File: config.mk
export PLATFORM = sky130hd
export DESIGN_NAME = keypad_scanner
export DESIGN_NICKNAME = d
export VERILOG_FILES = /design/src/rtl/keypad_scanner_pkg.sv /design/src/rtl/keypad_debounce.sv /design/src/rtl/keypad_scanner.sv
export SDC_FILE = /design/constraint.sdc
export NUM_CORES = 1
export LEC_CHECK = 0
export CAP_MARGIN = 0
export CELL_PAD_IN_SITES_DETAIL_PLACEMENT = 1
export CELL_PAD_IN_SITES_GLOBAL_PLACEMENT = 1
export CORE_MARGIN = 2
export CORE_UTILIZATION = 41
export CTS_CLUSTER_DIAMETER = 120
export CTS_CLUSTER_SIZE = 8
export DETAILED_ROUTE_END_ITERATION = 10
export PLACE_DENSITY = 0.81
export SYNTH_ARGS = -nofsm -noshare
export SYNTH_HDL_FRONTEND = slang
export SYNTH_SLANG_ARGS = --single-unit
File: constraint.sdc
create_clock -name clock -period 3.8 [get_ports clock]
set_clock_uncertainty 0.05 [all_clocks]
set_input_delay 0.76 -clock clock [delete_from_list [all_inputs] [get_ports clock]]
set_output_delay 0.76 -clock clock [all_outputs]
set_load 0.02 [all_outputs]
File: src/rtl/keypad_scanner_pkg.sv
// Shared definitions for the 4x3 keypad scanner: key-to-output-bit map,
// frame bit indexing and the row-scan state type.
package keypad_scanner_pkg;

  localparam int FRAME_W  = 12;
  localparam int KEYPAD_W = 10;

  localparam int KEY_1_BIT = 9;
  localparam int KEY_2_BIT = 8;
  localparam int KEY_3_BIT = 7;
  localparam int KEY_4_BIT = 6;
  localparam int KEY_5_BIT = 5;
  localparam int KEY_6_BIT = 4;
  localparam int KEY_7_BIT = 3;
  localparam int KEY_8_BIT = 2;
  localparam int KEY_9_BIT = 1;
  localparam int KEY_0_BIT = 0;

  typedef enum logic [1:0] {
    ROW0 = 2'd0,
    ROW1 = 2'd1,
    ROW2 = 2'd2,
    ROW3 = 2'd3
  } scan_state_t;

  function automatic int frame_idx(input int row, input int col);
    return row * 3 + col;
  endfunction

endpackage

File: src/rtl/keypad_debounce.sv
// Frame-level debouncer: a frame is committed once it has matched its
// predecessor for DEBOUNCE consecutive frames.
module keypad_debounce
  import keypad_scanner_pkg::*;
#(
  parameter int DEBOUNCE = 4
) (
  input  logic               clock,
  input  logic               clear,
  input  logic               i_frame_valid,
  input  logic [FRAME_W-1:0] i_frame,
  output logic [FRAME_W-1:0] o_committed
);

  localparam int CNT_W = $clog2(DEBOUNCE + 1);
  localparam logic [CNT_W-1:0] CNT_MAX = CNT_W'(DEBOUNCE);
  localparam logic [CNT_W-1:0] CNT_ONE = CNT_W'(1);

  logic [FRAME_W-1:0] r_prev;
  logic [FRAME_W-1:0] r_committed;
  logic [CNT_W-1:0]   r_count;
  logic [CNT_W-1:0]   w_count_next;

  always_comb begin
    w_count_next = r_count;
    if (i_frame != r_prev) begin
      w_count_next = '0;
    end else if (r_count != CNT_MAX) begin
      w_count_next = r_count + CNT_ONE;
    end else begin
      w_count_next = r_count;
    end
  end

  always_ff @(posedge clock) begin
    if (clear) begin
      r_prev      <= '0;
      r_count     <= '0;
      r_committed <= '0;
    end else if (i_frame_valid) begin
      r_prev  <= i_frame;
      r_count <= w_count_next;
      if (w_count_next == CNT_MAX) begin
        r_committed <= i_frame;
      end
    end
  end

  assign o_committed = r_committed;

endmodule

File: src/rtl/keypad_scanner.sv
// 4x3 keypad scanner: row scan, column sync, debounce and one-hot digit decode.
// Optional KEYPAD_AUX_KEYS_EN adds stop_key (*) and clr_key (#) outputs.
module keypad_scanner
  import keypad_scanner_pkg::*;
#(
  parameter int SCAN_DIV = 8,
  parameter int DEBOUNCE = 4
) (
  input  logic                clock,
  input  logic                clear,
  input  logic [2:0]          cols,
  output logic [3:0]          rows,
  output logic [KEYPAD_W-1:0] keypad,
  output logic                key_strobe
`ifdef KEYPAD_AUX_KEYS_EN
  ,
  output logic                stop_key,
  output logic                clr_key
`endif
);

  localparam int SLOT_W = $clog2(SCAN_DIV);
  localparam logic [SLOT_W-1:0] SLOT_LAST = SLOT_W'(SCAN_DIV - 1);
  localparam logic [SLOT_W-1:0] SLOT_ONE  = SLOT_W'(1);

  logic [2:0]          r_sync1;
  logic [2:0]          r_sync2;
  scan_state_t         r_state;
  logic [SLOT_W-1:0]   r_slot;
  logic [3:0]          r_rows;
  logic [FRAME_W-1:0]  r_frame;
  logic [KEYPAD_W-1:0] r_keypad;
  logic                r_strobe;

  logic                w_slot_last;
  logic                w_frame_valid;
  logic [2:0]          w_row_bits;
  logic [FRAME_W-1:0]  w_frame_next;
  logic [FRAME_W-1:0]  w_committed;
  logic [KEYPAD_W-1:0] w_digits;
  logic [KEYPAD_W-1:0] w_keypad_next;
  logic [3:0]          w_key_count;

  always_ff @(posedge clock) begin
    if (clear) begin
      r_sync1 <= 3'b111;
      r_sync2 <= 3'b111;
    end else begin
      r_sync1 <= cols;
      r_sync2 <= r_sync1;
    end
  end

  assign w_slot_last   = (r_slot == SLOT_LAST);
  assign w_frame_valid = w_slot_last && (r_state == ROW3);

  // Without the aux feature, * and # can never appear in a frame.
  always_comb begin
    w_row_bits = ~r_sync2;
`ifdef KEYPAD_AUX_KEYS_EN
    w_row_bits = ~r_sync2;
`else
    if (r_state == ROW3) begin
      w_row_bits = ~r_sync2 & 3'b010;
    end else begin
      w_row_bits = ~r_sync2;
    end
`endif
  end

  always_comb begin
    w_frame_next = r_frame;
    if (w_slot_last) begin
      case (r_state)
        ROW0:    w_frame_next[frame_idx(0, 0) +: 3] = w_row_bits;
        ROW1:    w_frame_next[frame_idx(1, 0) +: 3] = w_row_bits;
        ROW2:    w_frame_next[frame_idx(2, 0) +: 3] = w_row_bits;
        ROW3:    w_frame_next[frame_idx(3, 0) +: 3] = w_row_bits;
        default: w_frame_next = r_frame;
      endcase
    end else begin
      w_frame_next = r_frame;
    end
  end

  always_ff @(posedge clock) begin
    if (clear) begin
      r_state <= ROW0;
      r_slot  <= '0;
      r_rows  <= 4'b1110;
      r_frame <= '0;
    end else begin
      r_frame <= w_frame_next;
      if (w_slot_last) begin
        r_slot <= '0;
        case (r_state)
          ROW0:    begin r_state <= ROW1; r_rows <= 4'b1101; end
          ROW1:    begin r_state <= ROW2; r_rows <= 4'b1011; end
          ROW2:    begin r_state <= ROW3; r_rows <= 4'b0111; end
          ROW3:    begin r_state <= ROW0; r_rows <= 4'b1110; end
          default: begin r_state <= ROW0; r_rows <= 4'b1110; end
        endcase
      end else begin
        r_slot <= r_slot + SLOT_ONE;
      end
    end
  end

  keypad_debounce #(
    .DEBOUNCE(DEBOUNCE)
  ) u_debounce (
    .clock        (clock),
    .clear        (clear),
    .i_frame_valid(w_frame_valid),
    .i_frame      (w_frame_next),
    .o_committed  (w_committed)
  );

  // * and # bits are always counted; they are forced to zero when the aux feature is off.
  always_comb begin
    w_digits            = '0;
    w_digits[KEY_1_BIT] = w_committed[frame_idx(0, 0)];
    w_digits[KEY_2_BIT] = w_committed[frame_idx(0, 1)];
    w_digits[KEY_3_BIT] = w_committed[frame_idx(0, 2)];
    w_digits[KEY_4_BIT] = w_committed[frame_idx(1, 0)];
    w_digits[KEY_5_BIT] = w_committed[frame_idx(1, 1)];
    w_digits[KEY_6_BIT] = w_committed[frame_idx(1, 2)];
    w_digits[KEY_7_BIT] = w_committed[frame_idx(2, 0)];
    w_digits[KEY_8_BIT] = w_committed[frame_idx(2, 1)];
    w_digits[KEY_9_BIT] = w_committed[frame_idx(2, 2)];
    w_digits[KEY_0_BIT] = w_committed[frame_idx(3, 1)];
    w_key_count = 4'd0;
    for (int i = 0; i < FRAME_W; i++) begin
      w_key_count = w_key_count + {3'b000, w_committed[i]};
    end
    if (w_key_count == 4'd1) begin
      w_keypad_next = w_digits;
    end else begin
      w_keypad_next = '0;
    end
  end

  always_ff @(posedge clock) begin
    if (clear) begin
      r_keypad <= '0;
      r_strobe <= 1'b0;
    end else begin
      r_keypad <= w_keypad_next;
      r_strobe <= (w_keypad_next != '0) && (r_keypad == '0);
    end
  end

`ifdef KEYPAD_AUX_KEYS_EN
  logic r_stop;
  logic r_clr;

  always_ff @(posedge clock) begin
    if (clear) begin
      r_stop <= 1'b0;
      r_clr  <= 1'b0;
    end else begin
      r_stop <= w_committed[frame_idx(3, 0)] && (w_digits == '0);
      r_clr  <= w_committed[frame_idx(3, 2)] && (w_digits == '0);
    end
  end

  assign stop_key = r_stop;
  assign clr_key  = r_clr;
`endif

  assign rows       = r_rows;
  assign keypad     = r_keypad;
  assign key_strobe = r_strobe;

endmodule

Word level (Yosys, flattened, before mapping)
Cells that the tools add are included.
Widths: inputs -> output; s select.
{"block": "totals", "wordCells": 51, "reg_bits": 65}
{"block": "op_classes", "n_bitwise": 1, "mux": 11, "n_reduce_logical": 7, "n_addsub": 13, "n_eq_ne": 8}
{"cell": "$add 4x1->4", "count": 8}
{"cell": "$mux 3", "count": 7}
{"cell": "$pmux 4 s4", "count": 1}
{"cell": "$mux 12", "count": 1}
{"cell": "$ne 12x12->1", "count": 1}
{"cell": "$logic_not 10->1", "count": 1}
{"cell": "$mux 10", "count": 1}
{"cell": "$reduce_bool 10->1", "count": 1}
{"cell": "$pmux 2 s4", "count": 1}
{"cell": "$add 3x1->3 const B", "count": 2}
{"cell": "$eq 3x3->1 const B", "count": 2}
{"cell": "$add 3x1->4", "count": 1}
{"cell": "$eq 2x2->1 const B", "count": 2}
{"cell": "$eq 4x1->1 const B", "count": 1}
{"cell": "$add 2x1->3", "count": 1}
{"cell": "$ne 3x3->1 const B", "count": 1}
{"cell": "$not 3->3", "count": 1}
{"cell": "$add 1x1->2", "count": 1}
{"cell": "$eq 2x1->1 const B", "count": 1}
{"cell": "$logic_and 1x1->1", "count": 2}
{"cell": "$logic_not 2->1", "count": 1}
{"cell": "$reduce_and 2->1", "count": 1}
{"cell": "$reduce_or 2->1", "count": 1}

Longest topological paths before layout
{"block": "logic_depth", "ltp_word": 15, "mapped_depth": 14, "ltp_nobuf": 13}

Hierarchy
From an unflattened synthesis, not the netlist that was laid out.
{"block": "hier_totals", "cells_unflattened": 304, "hier_area_um2": 3027.9}
{"module": "keypad_scanner", "area_each_um2": 1749.2, "n_inst": 1, "cells_per_inst": 168, "seq_area_each_um2": 760.7}
{"module": "keypad_debounce", "area_each_um2": 1278.7, "n_inst": 1, "cells_per_inst": 136, "seq_area_each_um2": 540.5}

Worst setup path before layout
Ideal clock, no wire load.
{"block": "synth_timing", "path_kind": "register to register", "from": "register u_debounce.r_committed[0], in the netlist u_debounce.o_committed[0]", "to": "register r_keypad[0], in the netlist keypad[0]", "path_slack_ps": 67, "required_time_ps": 3691, "path_buffers": 1, "path_stages_with_launch": 15, "arrival_time_ps": 3624, "setup_ps": 59, "period_less_slack_ps": 3733, "path_cell_list": "dfxtp_1 -> fa_1 -> fa_1 -> inv_1 -> fa_1 -> fa_1 -> inv_1 -> ha_1 -> inv_1 -> fa_1 -> nor2_1 -> a31oi_1 -> nor4_1 -> clkbuf_1 -> and2_1"}
{"block": "synth_between", "elab_chain_len": 13}
{"element": "start: declaration", "line_no": "keypad_debounce.sv:20", "rtl": "logic [FRAME_W-1:0] r_committed;"}
{"element": "start signal: assignment", "line_no": "keypad_debounce.sv:44", "rtl": "r_committed <= i_frame;"}
{"element": "$add 1x1->2", "line_no": "keypad_scanner.sv:134", "rtl": "w_key_count = w_key_count + {3'b000, w_committed[i]};"}
{"element": "$add 2x1->3", "line_no": "keypad_scanner.sv:134"}
{"element": "$add 3x1->4", "line_no": "keypad_scanner.sv:134"}
{"element": "$add 4x1->4 (8 in series)", "line_no": "keypad_scanner.sv:134"}
{"element": "$eq 4x1->1", "line_no": "keypad_scanner.sv:136", "rtl": "if (w_key_count == 4'd1) begin"}
{"element": "$mux 10", "line_no": "keypad_scanner.sv:136"}
{"element": "end signal: assignment", "line_no": "keypad_scanner.sv:148", "rtl": "r_keypad <= w_keypad_next;"}
{"element": "end: declaration", "line_no": "keypad_scanner.sv:32", "rtl": "logic [KEYPAD_W-1:0] r_keypad;"}
Every way passes these cells.
A chain may end at the register's enable or synchronous reset.

Worst setup path after layout
{"block": "layout_timing", "from": "register u_debounce.r_committed[0], in the netlist u_debounce.o_committed[0]", "to": "register r_strobe, in the netlist key_strobe"}
{"block": "layout_between", "elab_chain_len": 15}
{"element": "$add 1x1->2", "line_no": "keypad_scanner.sv:134"}
{"element": "$add 2x1->3", "line_no": "keypad_scanner.sv:134"}
{"element": "$add 3x1->4", "line_no": "keypad_scanner.sv:134"}
{"element": "$add 4x1->4 (8 in series)", "line_no": "keypad_scanner.sv:134"}
{"element": "$eq 4x1->1", "line_no": "keypad_scanner.sv:136"}
{"element": "$mux 10 (*)", "line_no": "keypad_scanner.sv:136"}
{"element": "$reduce_bool 10->1 (*)", "line_no": "keypad_scanner.sv:149", "rtl": "r_strobe <= (w_keypad_next != '0) && (r_keypad == '0);"}
{"element": "$logic_and 1x1->1 (*)", "line_no": "keypad_scanner.sv:149"}
{"element": "end signal: assignment", "line_no": "keypad_scanner.sv:149"}
{"element": "end: declaration", "line_no": "keypad_scanner.sv:33", "rtl": "logic r_strobe;"}
Mark *: on every way between the ends. The rest lies on a longest branch, timed or not.

==> tab_implementation.tex <==
\begin{tabular}{lr}
\hline
Metric & Value \\
\hline
\multicolumn{2}{l}{\textbf{Critical path}} \\
Critical path peak fanout & 6 \\
Data arrival time of the critical path & 4.24 ns \\
Startpoint of the worst register-to-register path & u\_debounce.o\_committed[0] \\
CP dominant cell by count & fa\_1 \\
Number of cells on the critical path & 13 \\
R2r endpoint & key\_strobe \\
Type of origin of the critical path & register \\
Series of cell instances along the critical path & fa\_1, fa\_1, inv\_2, fa\_1, fa\_1, inv\_1, ha\_2, inv\_2, fa\_2, nand2\_2, nor4\_4, buf\_4, and4\_1 \\
Number of cells on the worst reg-to-reg path & 13 \\
Category of the critical setup timing path & register to register \\
CP startpoint & u\_debounce.o\_committed[0] \\
CP Capture Point & key\_strobe \\
Largest stage delay on the critical path & 0.54 ns \\
Register-to-Register Setup Slack & -0.19 ns \\
Cell with the largest stage delay on the worst path & fa\_1 \\
Number of buffer and inverter instances along the worst setup path & 4 \\
Required time worst endpoint & 4.04 ns \\
Top Family by Delay on Critical Path & adder cells \\
Crit. End Element & register \\
\multicolumn{2}{l}{\textbf{Finish}} \\
Signed area change from the synthesized netlist to the final layout & 20.3\% \\
Number of diodes added for antenna fixing & 0 \\
Count of filler cells inserted in the layout & 749 \\
Final Cell Area & 3460 um2 \\
Number of nets at the end of the flow & 340 \\
Share of layout cells above drive strength 1 & 0.198 \\
\multicolumn{2}{l}{\textbf{Synthesis}} \\
Portion of the post-synthesis area used by sequential elements & 0.439 \\
Number of flops mapped to enable cells by yosys & 0 \\
Yosys warning total & 0 \\
Total of flip-flops plus latches after synthesis & 63 \\
Average cell area after synthesis & 10.1 um2 \\
Dominant register cell in the synthesized netlist & dfxtp\_1 \\
Mapped Cells & 285 \\
Number of distinct standard cells referenced by the synthesized netlist & 43 \\
Fraction of registers with async set/reset & 0 \\
Synthesized cell area & 2870 um2 \\
Syn Nets & 312 \\
\multicolumn{2}{l}{\textbf{CTS}} \\
TritonCTS clock tree & done \\
Clock network latency to the later pin of the worst-skew pair & 0.35 ns \\
Clock Sink Count & 63 \\
Number of buffers created by CTS & 9 \\
Clock Path Buffers & 2 \\
Deepest level of the CTS H-tree & 3 \\
Root buffer cell & clkbuf\_8 \\
Clock-pin transition on the worst setup and hold timing paths & 0.07 ns \\
\multicolumn{2}{l}{\textbf{Global route}} \\
Antenna violations before repair & 0 \\
Remaining global-route overflow & 0 \\
Global-route wire length before repair & 10.7 mm \\
Maximum number of pins on one net before global-route repair & 56 \\
Total routing resource utilization after global routing & 0.186 \\
Via count of the first global-routing pass & 2233 \\
\multicolumn{2}{l}{\textbf{Timing}} \\
Count of endpoints failing hold in the final timing report & 0 \\
Final setup violation count & 11 \\
Hold Slack & 0.364 ns \\
Worst-case headroom to the max-slew limit & 0.354 \\
Number of slew-limit violations in the final report & 0 \\
Worst slew pin tran & 0.969 ns \\
Tcrit/Tclk final & 1.05 \\
Highest clock frequency the design can meet & 250 MHz \\
Min setup slack post-route & -0.193 ns \\
Sum of negative setup slack & -1.65 ns \\
Minimum period implied by the final worst setup slack & 3.99 ns \\
RSZ-0062 raised after global routing & yes \\
\multicolumn{2}{l}{\textbf{Hold path}} \\
Hold\_sp & r\_sync1[1] \\
Hold Path Class & register to register \\
\multicolumn{2}{l}{\textbf{Floorplanning}} \\
Effective utilization at floorplan & 0.423 \\
Top Ports & 20 \\
Floorplan die area & 7700 um2 \\
Die Wd & 87.7 um \\
Core Footprint & 6790 um2 \\
Die extent in y & 87.7 um \\
FP Rows & 30 \\
\multicolumn{2}{l}{\textbf{Outcome}} \\
Failing checks & setup timing \\
Outcome & complete, but fails checks \\
\multicolumn{2}{l}{\textbf{Placed design}} \\
Half-perimeter wire length after detailed placement & 4.62 mm \\
Number of buffers inserted by port buffering & 19 \\
Area after DPL & 3170 um2 \\
Minimum setup slack after placement & -0.214 ns \\
Routability congestion estimate & 0.771 \\
\multicolumn{2}{l}{\textbf{Detailed routing}} \\
DRC violations left & 0 \\
Total length of routed wires & 6.50 mm \\
Pre-Repair DR Iteration Count & 4 \\
Mean number of vias per cell & 5.02 \\
Average wire per cell in the routed design & 15.7 um \\
Via total after detailed routing & 2078 \\
Antenna Nets Post-Route & 0 \\
Count of routing violations after the opening detailed-route iteration & 58 \\
\multicolumn{2}{l}{\textbf{Run}} \\
Number of maximum-capacitance constraint violations & 0 \\
\multicolumn{2}{l}{\textbf{Pwr}} \\
Areal power density over the cells & 381 nW/um2 \\
P\_leak & 1.48 nW \\
Worst vdd ir & 0.000245 V \\
Overall power after layout & 0.00132 W \\
\hline
\end{tabular}
==> cells in the final DEF (no fill, tap or decap), drive strengths merged, types with 2 or more instances in the layout <==
cell type	synthesis	routed
a211oi	5	5
a21oi	10	10
a31oi	2	2
and2	13	13
and3b	3	3
buf	3	11
clkbuf	9	12
clkdlybuf4s50	0	18
clkinvlp	0	3
dfxtp	63	63
fa	7	7
ha	15	15
inv	20	20
mux2	10	10
mux2i	12	12
nand2	21	21
nand2b	3	3
nand3	2	2
nand3b	5	5
nor2	28	28
nor2b	9	9
nor3	6	6
nor3b	3	3
nor4	7	7
o211ai	3	3
o21ai	3	3
or2	6	6
xnor2	8	8
==> through the flow <==
step                      utilization  std cells
after detailed placement        0.467        395
after floorplan                     -        285
final                           0.509        414
after global placement          0.467        395
after CTS                       0.507        413
after global routing            0.509        414
==> metal layers <==
layer | GRT usage | up-vias | wire length (um) | part of all wire
met5 | 0 | - | 0 | 0
met4 | 0.0937 | 0 | 186 | 0.029
met3 | 0.0462 | 15 | 207 | 0.032
met2 | 0.324 | 40 | 3280 | 0.50
met1 | 0.212 | 1016 | 2820 | 0.43
li1 | - | 1007 | - | -
==> final cells by class <==
class                      instances  area, um2  area share
clock buffer                      12        165      0.0478
inverter                          20       75.1      0.0217
timing repair buffer              29        260      0.0753
clock inverter                     4       52.6      0.0152
tap                               96        120      0.0347
sequential                        63       1260       0.366
multi-input combinational        190       1520       0.439
==> synthesized netlist by cell type (2+ instances only) <==
cell type	n	share of area
buf_6	2	0.0078
o21ai_0	3	0.0052
mux2i_1	11	0.038
ha_1	15	0.065
or2_2	6	0.013
a211oi_1	5	0.013
nand2_4	2	0.0078
nor4_1	5	0.011
dfxtp_1	63	0.44
nor3b_1	3	0.0078
inv_1	20	0.026
nand2_1	18	0.024
nor3_1	6	0.010
nor4_4	2	0.015
nor2_1	28	0.037
and3b_1	3	0.0091
mux2_2	2	0.0078
clkbuf_1	9	0.012
a21oi_1	10	0.017
nand2b_1	3	0.0065
o211ai_1	3	0.0078
nand3b_1	5	0.013
xnor2_1	8	0.024
mux2_4	8	0.042
nor2b_1	9	0.020
a31oi_1	2	0.0044
fa_1	7	0.049
and2_1	12	0.026
==> registers in the layout, indices dropped and copies added (netlist names) <==
name                    flops
u_debounce.r_prev          12
r_state                     2
u_debounce.o_committed     12
r_frame                    10
key_strobe                  1
u_debounce.r_count          3
keypad                     10
r_sync2                     3
rows                        4
r_sync1                     3
r_slot                      3
==> timing repair <==
action	in CTS	in global routing
hold buffers	0	0
cloned	1	0
gates resized for setup	13	4
setup buffers	1	1
pin swaps	8	1
endpoints found under the setup margin	11	11
==> logic make-up after synthesis <==
logic type	after synthesis	synth area share
AOI/OAI and AO/OA	28	0.0618
buffers and inverters	32	0.0470
and+or+nand+nor	109	0.218
DFF	63	0.439
xor gates and xnor gates	9	0.0274
adders and majority gates	22	0.114
muxes	22	0.0927
==> worst min path at each step <==
stage | slack [ns] | cells past startpoint | to
after floorplan | 0.34 | 1 | r_sync2[0]
after global placement | 0.34 | 1 | r_sync2[1]
after detailed placement | 0.35 | 1 | r_sync2[1]
after CTS | 0.37 | 1 | r_sync2[1]
after global routing | 0.38 | 1 | r_sync2[1]
final | 0.36 | 1 | r_sync2[1]
==> where the power goes <==
part / internal [W] / switching (W)
Combinational: 0.0000105 / 0.0000151
Sequential: 0.000666 / 0.00000237
Clock: 0.000356 / 0.000267
Total: 0.00103 / 0.000285
==> worst register-to-register path, stage by stage (launching register included) <==
cell,delay (ns)
dfxtp_1,0.34
fa_1,0.51
fa_1,0.54
inv_2,0.04
fa_1,0.51
fa_1,0.43
inv_1,0.08
ha_2,0.18
inv_2,0.04
fa_2,0.54
nand2_2,0.07
nor4_4,0.25
buf_4,0.19
and4_1,0.16
No activity file was read; power rests on OpenSTA's default activity.
